## config.mk

```make
export PLATFORM = sky130hd
export DESIGN_NAME = mips_load_store_unit
export DESIGN_NICKNAME = d
export VERILOG_FILES = /design/src/rtl/mips_load_store_unit.sv
export SDC_FILE = /design/constraint.sdc
export NUM_CORES = 1
export LEC_CHECK = 0
export CAP_MARGIN = 20
export CORE_MARGIN = 4
export CORE_UTILIZATION = 47
export CTS_CLUSTER_SIZE = 30
export DETAILED_ROUTE_END_ITERATION = 8
export GPL_TIMING_DRIVEN = 0
export HOLD_SLACK_MARGIN = 0.03
export PLACE_DENSITY = 0.81
export SYNTH_ARGS = -nofsm -noshare
export SYNTH_HDL_FRONTEND = slang
export SYNTH_SLANG_ARGS = --single-unit
```

## constraint.sdc

```tcl
create_clock -name clk_i -period 3.6 [get_ports clk_i]
set_clock_uncertainty 0.15 [all_clocks]
set_input_delay 0.54 -clock clk_i [delete_from_list [all_inputs] [get_ports clk_i]]
set_output_delay 0.54 -clock clk_i [all_outputs]
set_load 0.01 [all_outputs]
```

## src/rtl/mips_load_store_unit.sv

```systemverilog
`default_nettype none
// ============================================================================
// mips_load_store_unit: one-at-a-time MIPS load/store sequencer for a
// big-endian, word-wide memory with a registered one-cycle read.
// Revision: 1.0
// ============================================================================
module mips_load_store_unit #(
  parameter int ADDR_W = 32,
  parameter int DATA_W = 32
) (
  input  logic              clk_i,
  input  logic              reset_i,
  input  logic              req_valid_i,
  output logic              req_ready_o,
  input  logic [3:0]        req_op_i,
  input  logic [ADDR_W-1:0] req_addr_i,
  input  logic [DATA_W-1:0] req_store_data_i,
  input  logic [DATA_W-1:0] req_rt_old_i,
  output logic              resp_valid_o,
  output logic              resp_err_o,
  output logic [DATA_W-1:0] resp_load_data_o,
  output logic              mem_active_o,
  output logic [ADDR_W-1:0] mem_address_o,
  output logic              mem_read_en_o,
  output logic              mem_wr_en_o,
  output logic [3:0]        mem_byte_en_o,
  output logic [DATA_W-1:0] mem_data_out_o,
  input  logic [DATA_W-1:0] mem_data_in_i
);

  localparam logic [1:0] S_IDLE    = 2'd0;
  localparam logic [1:0] S_ISSUE   = 2'd1;
  localparam logic [1:0] S_CAPTURE = 2'd2;
  localparam logic [1:0] S_RESP    = 2'd3;

  localparam logic [3:0] OP_LB  = 4'd0;
  localparam logic [3:0] OP_LBU = 4'd1;
  localparam logic [3:0] OP_LH  = 4'd2;
  localparam logic [3:0] OP_LHU = 4'd3;
  localparam logic [3:0] OP_LW  = 4'd4;
  localparam logic [3:0] OP_LWL = 4'd5;
  localparam logic [3:0] OP_LWR = 4'd6;
  localparam logic [3:0] OP_SB  = 4'd8;
  localparam logic [3:0] OP_SH  = 4'd9;
  localparam logic [3:0] OP_SW  = 4'd10;

  logic [1:0]        state_q, state_d;
  logic [3:0]        op_q, op_d;
  logic [1:0]        k_q, k_d;
  logic [DATA_W-1:0] rt_q, rt_d;

  logic              resp_valid_q, resp_valid_d;
  logic              resp_err_q, resp_err_d;
  logic [DATA_W-1:0] resp_load_data_q, resp_load_data_d;
  logic              mem_active_q, mem_active_d;
  logic [ADDR_W-1:0] mem_address_q, mem_address_d;
  logic              mem_read_en_q, mem_read_en_d;
  logic              mem_wr_en_q, mem_wr_en_d;
  logic [3:0]        mem_byte_en_q, mem_byte_en_d;
  logic [DATA_W-1:0] mem_data_out_q, mem_data_out_d;

  logic              w_accept;
  logic              w_req_load;
  logic              w_req_store;
  logic              w_req_bad;
  logic [4:0]        w_sh;
  logic [4:0]        w_rsh;
  logic [31:0]       w_byte_sh;
  logic [31:0]       w_half_sh;
  logic [31:0]       w_load_res;

  assign req_ready_o = (state_q == S_IDLE);
  assign w_accept    = (state_q == S_IDLE) && req_valid_i;
  assign w_req_load  = (req_op_i <= OP_LWR);
  assign w_req_store = (req_op_i == OP_SB) || (req_op_i == OP_SH) || (req_op_i == OP_SW);

  always_comb begin
    w_req_bad = 1'b0;
    if (!w_req_load && !w_req_store) begin
      w_req_bad = 1'b1;
    end else if ((req_op_i == OP_LH || req_op_i == OP_LHU || req_op_i == OP_SH) && req_addr_i[0]) begin
      w_req_bad = 1'b1;
    end else if ((req_op_i == OP_LW || req_op_i == OP_SW) && (req_addr_i[1:0] != 2'b00)) begin
      w_req_bad = 1'b1;
    end
  end

  // State and all registered outputs
  always_ff @(posedge clk_i) begin
    if (reset_i) begin
      state_q          <= S_IDLE;
      op_q             <= 4'd0;
      k_q              <= 2'd0;
      rt_q             <= '0;
      resp_valid_q     <= 1'b0;
      resp_err_q       <= 1'b0;
      resp_load_data_q <= '0;
      mem_active_q     <= 1'b0;
      mem_address_q    <= '0;
      mem_read_en_q    <= 1'b0;
      mem_wr_en_q      <= 1'b0;
      mem_byte_en_q    <= 4'd0;
      mem_data_out_q   <= '0;
    end else begin
      state_q          <= state_d;
      op_q             <= op_d;
      k_q              <= k_d;
      rt_q             <= rt_d;
      resp_valid_q     <= resp_valid_d;
      resp_err_q       <= resp_err_d;
      resp_load_data_q <= resp_load_data_d;
      mem_active_q     <= mem_active_d;
      mem_address_q    <= mem_address_d;
      mem_read_en_q    <= mem_read_en_d;
      mem_wr_en_q      <= mem_wr_en_d;
      mem_byte_en_q    <= mem_byte_en_d;
      mem_data_out_q   <= mem_data_out_d;
    end
  end

  always_comb begin
    state_d = state_q;
    op_d    = op_q;
    k_d     = k_q;
    rt_d    = rt_q;
    case (state_q)
      S_IDLE: begin
        if (req_valid_i) begin
          op_d    = req_op_i;
          k_d     = req_addr_i[1:0];
          rt_d    = req_rt_old_i;
          state_d = w_req_bad ? S_RESP : S_ISSUE;
        end
      end
      S_ISSUE:   state_d = (op_q <= OP_LWR) ? S_CAPTURE : S_RESP;
      S_CAPTURE: state_d = S_RESP;
      S_RESP:    state_d = S_IDLE;
      default:   state_d = S_IDLE;
    endcase
  end

  // Lane extraction: byte k of a big-endian word sits at W[31-8k -: 8]
  always_comb begin
    w_sh      = {k_q, 3'b000};
    w_rsh     = {2'd3 - k_q, 3'b000};
    w_byte_sh = mem_data_in_i >> (5'd24 - w_sh);
    w_half_sh = mem_data_in_i >> (5'd16 - w_sh);
    case (op_q)
      OP_LB:   w_load_res = {{24{w_byte_sh[7]}}, w_byte_sh[7:0]};
      OP_LBU:  w_load_res = {24'd0, w_byte_sh[7:0]};
      OP_LH:   w_load_res = {{16{w_half_sh[15]}}, w_half_sh[15:0]};
      OP_LHU:  w_load_res = {16'd0, w_half_sh[15:0]};
      OP_LWL:  w_load_res = (mem_data_in_i << w_sh) | (rt_q & ((32'd1 << w_sh) - 32'd1));
      OP_LWR:  w_load_res = (mem_data_in_i >> w_rsh) | (rt_q & ~(32'hFFFF_FFFF >> w_rsh));
      default: w_load_res = mem_data_in_i;
    endcase
  end

  // Registered outputs are decoded from the state being entered
  always_comb begin
    mem_active_d     = (state_d == S_ISSUE);
    mem_read_en_d    = (state_d == S_ISSUE) && (op_d <= OP_LWR);
    mem_wr_en_d      = (state_d == S_ISSUE) && (op_d >= OP_SB);
    mem_address_d    = mem_address_q;
    mem_byte_en_d    = 4'd0;
    mem_data_out_d   = '0;
    resp_valid_d     = (state_d == S_RESP);
    resp_err_d       = w_accept && w_req_bad;
    resp_load_data_d = resp_load_data_q;

    if (w_accept && !w_req_bad) begin
      mem_address_d = {req_addr_i[ADDR_W-1:2], 2'b00};
      case (req_op_i)
        OP_SB: begin
          mem_byte_en_d  = 4'b1000 >> req_addr_i[1:0];
          mem_data_out_d = {4{req_store_data_i[7:0]}};
        end
        OP_SH: begin
          mem_byte_en_d  = req_addr_i[1] ? 4'b0011 : 4'b1100;
          mem_data_out_d = {2{req_store_data_i[15:0]}};
        end
        OP_SW: begin
          mem_byte_en_d  = 4'b1111;
          mem_data_out_d = req_store_data_i;
        end
        default: begin
          mem_byte_en_d  = 4'd0;
          mem_data_out_d = '0;
        end
      endcase
    end

    if (state_q == S_CAPTURE) begin
      resp_load_data_d = w_load_res;
    end
  end

  assign resp_valid_o     = resp_valid_q;
  assign resp_err_o       = resp_err_q;
  assign resp_load_data_o = resp_load_data_q;
  assign mem_active_o     = mem_active_q;
  assign mem_address_o    = mem_address_q;
  assign mem_read_en_o    = mem_read_en_q;
  assign mem_wr_en_o      = mem_wr_en_q;
  assign mem_byte_en_o    = mem_byte_en_q;
  assign mem_data_out_o   = mem_data_out_q;

endmodule
`default_nettype wire

```

==> impl_metrics.tcl <==
set metrics [dict create \
    status "finished, final reports clean" \
    dr.pass1.iters 6 \
    crit_arrival_ps 3590 \
    finalWeightedCongestion 1.005 \
    finalNonFillerCells 1389 \
    core.rowCount 45 \
    dpl.hpwl_um 22110 \
    die_h_um 134.0 \
    die-area_um2 17950 \
    drv_cap 0 \
    p_leak_nw 3.894 \
    synth.area.top_cells "dfxtp_1 38%, mux2i_1 9.7%, nand2_1 7.5%" \
    path_class "flop to flop" \
    die_w_um 134.0 \
    hp-class "flop to flop" \
    area_growth_pct 43.63 \
    cts-htree-levels 4 \
    gr-total-overflow 0 \
    io_pins 241 \
    cts_tree "yes" \
    crit_fanout 19 \
    finalCritPeriodShare 0.9473 \
    seq_area_frac_synth 0.3838 \
    drtIter0Drc 790 \
    dp_cells 1359 \
    ys_ff_latch 143 \
    syn_avg_cell_area_um2 8.206 \
    ir_worst_vdd_mv 0.4429 \
    routed_via_density 5.897 \
    finalSetupViolCount 0 \
    fillers 1275 \
    port_buffers 238 \
    synth-edff-count 0 \
    synthFlopType "dfxtp_1" \
    vias 8191 \
    netlist_instances 909 \
    multi_input_area_um2 4128 \
    power_density_nw_per_um2 584.7 \
    wl_um 30090 \
    regArea_um2 2863 \
    crit_required_ps 3780 \
    async_flop_share 0 \
    ant_nets 0 \
    fmax_mhz 293.2 \
    cts_root_buf "clkbuf_16" \
    slew_viol_final 0 \
    synth_largest_area_cell "dfxtp_1" \
    grt_pass1_wl_um 45510 \
    synthDominantCellAreaShare 0.3838 \
    grt_pass1_vias 8170 \
    cts_max_path_buffers 2 \
    slew_headroom 0.3063 \
    grt.total_usage 0.3261 \
    clk_latency_ps 440 \
    clock_sinks 143 \
    grt_max_degree 17 \
    synth_warnings 0 \
    cts-buffers-inserted 17 \
    min_period_ps 3410 \
    drc_errors 0 \
    avgRoutedWirePerCell_um 21.66 \
    whs_ps 300.1 \
    layout-drive-gt1-share 0.06961 \
    antenna_cells 0 \
    ys_types 57 \
    syn_area_um2 7460 \
    rsz0062_at_grt "no" \
    tightestPinTransition_ps 1038 \
    nNetsFinal 1310 \
    clk_pin_slew_ps 60 \
    start_util 0.4853 \
    startpoint_type "flop" \
    hold_viol 0 \
    critPathCaptureType "flop" \
    grt_antenna_before_repair 0 \
    core_um2 15370 \
]
==> timing repair <==
item | CTS | global route
resized for setup | 0 | 2
hold buffers | 0 | 0
setup endpoints to repair | 7 | 23
buffers inserted | 1 | 0
==> stage by stage <==
stage	instance area, µm²	TNS [ps]	setup WS, ps	utilization	power [mW]
after detailed placement	10110	-818.6	-149.2	0.6577	4.417
after global placement	10110	-363.7	-88.03	0.6577	4.382
final	10710	0	189.6	0.6970	6.265
after global routing	10710	0	56.16	0.6970	6.539
after CTS	10720	0	28.91	0.6975	6.231
after floorplan	7463	0	759.9	-	3.404
==> final timing paths <==
check / slack [ps] / cells after the start / endpoint / startpoint
setup / recovery: 190 / 11 / resp_load_data_o[17]$_SDFFE_PP0N_ / k_q[1]$_SDFFE_PP0P_
setup reg to reg: 190 / 11 / resp_load_data_o[17]$_SDFFE_PP0N_ / k_q[1]$_SDFFE_PP0P_
hold / removal: 300 / 1 / resp_load_data_o[18]$_SDFFE_PP0N_ / resp_load_data_o[18]$_SDFFE_PP0N_
hold reg to reg: 300 / 1 / resp_load_data_o[18]$_SDFFE_PP0N_ / resp_load_data_o[18]$_SDFFE_PP0N_
==> layout by cell type, fill, tap and decap left out, types with 7 or more instances in the layout <==
| cell | count |
|---|---|
| a32oi_1 | 8 |
| dfxtp_1 | 143 |
| o21ai_0 | 45 |
| clkbuf_16 | 17 |
| nand2_1 | 149 |
| o22ai_1 | 8 |
| buf_1 | 7 |
| clkdlybuf4s50_1 | 238 |
| nor2_1 | 100 |
| a211oi_1 | 9 |
| inv_1 | 32 |
| buf_2 | 12 |
| a21o_1 | 9 |
| nor3b_1 | 8 |
| a21oi_1 | 88 |
| o211a_1 | 8 |
| a221oi_1 | 10 |
| mux2i_1 | 72 |
| mux4_2 | 7 |
| nand2b_1 | 8 |
| a22oi_1 | 17 |
| buf_4 | 11 |
| mux2_2 | 7 |
| ha_1 | 10 |
| clkbuf_1 | 41 |
| a311oi_1 | 10 |
| nor2b_1 | 7 |
==> state kept, by name (all words and copies together) (netlist names) <==
| name | cells |
|---|---|
| state_q | 2 |
| resp_load_data_o | 32 |
| mem_address_o | 30 |
| mem_wr_en_o | 1 |
| op_q | 4 |
| resp_valid_o | 1 |
| mem_data_out_o | 32 |
| mem_read_en_o | 1 |
| resp_err_o | 1 |
| mem_byte_en_o | 4 |
| k_q | 2 |
| mem_active_o | 1 |
| rt_q | 32 |
==> critical path: stages, from the launching register on <==
cell and delay, ps:
dfxtp_1 350, clkbuf_1 270, clkbuf_4 400, inv_1 200, ha_1 310, buf_2 280, mux2i_1 290, o21a_1 180
o221a_2 340, buf_6 200, a21oi_1 150, a21o_1 180
==> logic make-up after synthesis <==
kind of cell             synth area share
AO/OA/AOI/OAI                      0.2390
adder cells (fa/ha/maj)           0.01677
buffers and inverters             0.06340
flip-flops                         0.3838
multiplexers                       0.1283
other                           0.0005027
AND/OR/NAND/NOR                    0.1682
==> layer usage <==
metal  vias to the layer above  global-route usage  routed length, µm
li1                       3743                   -                  -
met1                      3874              0.3658              11200
met2                       466              0.5601              14530
met3                       108              0.1167               3202
met4                         0              0.1394               1166
met5                         -                   0                  0
==> power by group <==
part	switching (mW)	leakage, nW	internal (mW)
logic	1.37	2.44	1.07
registers	0.172	1.16	1.83
clock network	0.742	0.294	1.07
total	2.29	3.89	3.98
==> cells in the mapped netlist (all sizes together), types with 9 or more instances <==
| library cell | instances |
|---|---|
| a211oi | 9 |
| a21o | 9 |
| a21oi | 88 |
| a221oi | 10 |
| a22oi | 18 |
| a311oi | 10 |
| buf | 34 |
| clkbuf | 42 |
| dfxtp | 143 |
| ha | 10 |
| inv | 33 |
| mux2i | 72 |
| nand2 | 149 |
| nand2b | 9 |
| nor2 | 100 |
| o21ai | 45 |
==> final cells by class <==
cell class                 instances  area share
buffer                            73     0.03188
clock buffer                      19     0.04227
clock inverter                    13     0.01413
inverter                          33     0.01156
multi-input combinational        658      0.3853
sequential                       143      0.2672
tap                              211     0.02464
timing repair buffer             239      0.2231
Power figures use the tool's default switching activity.
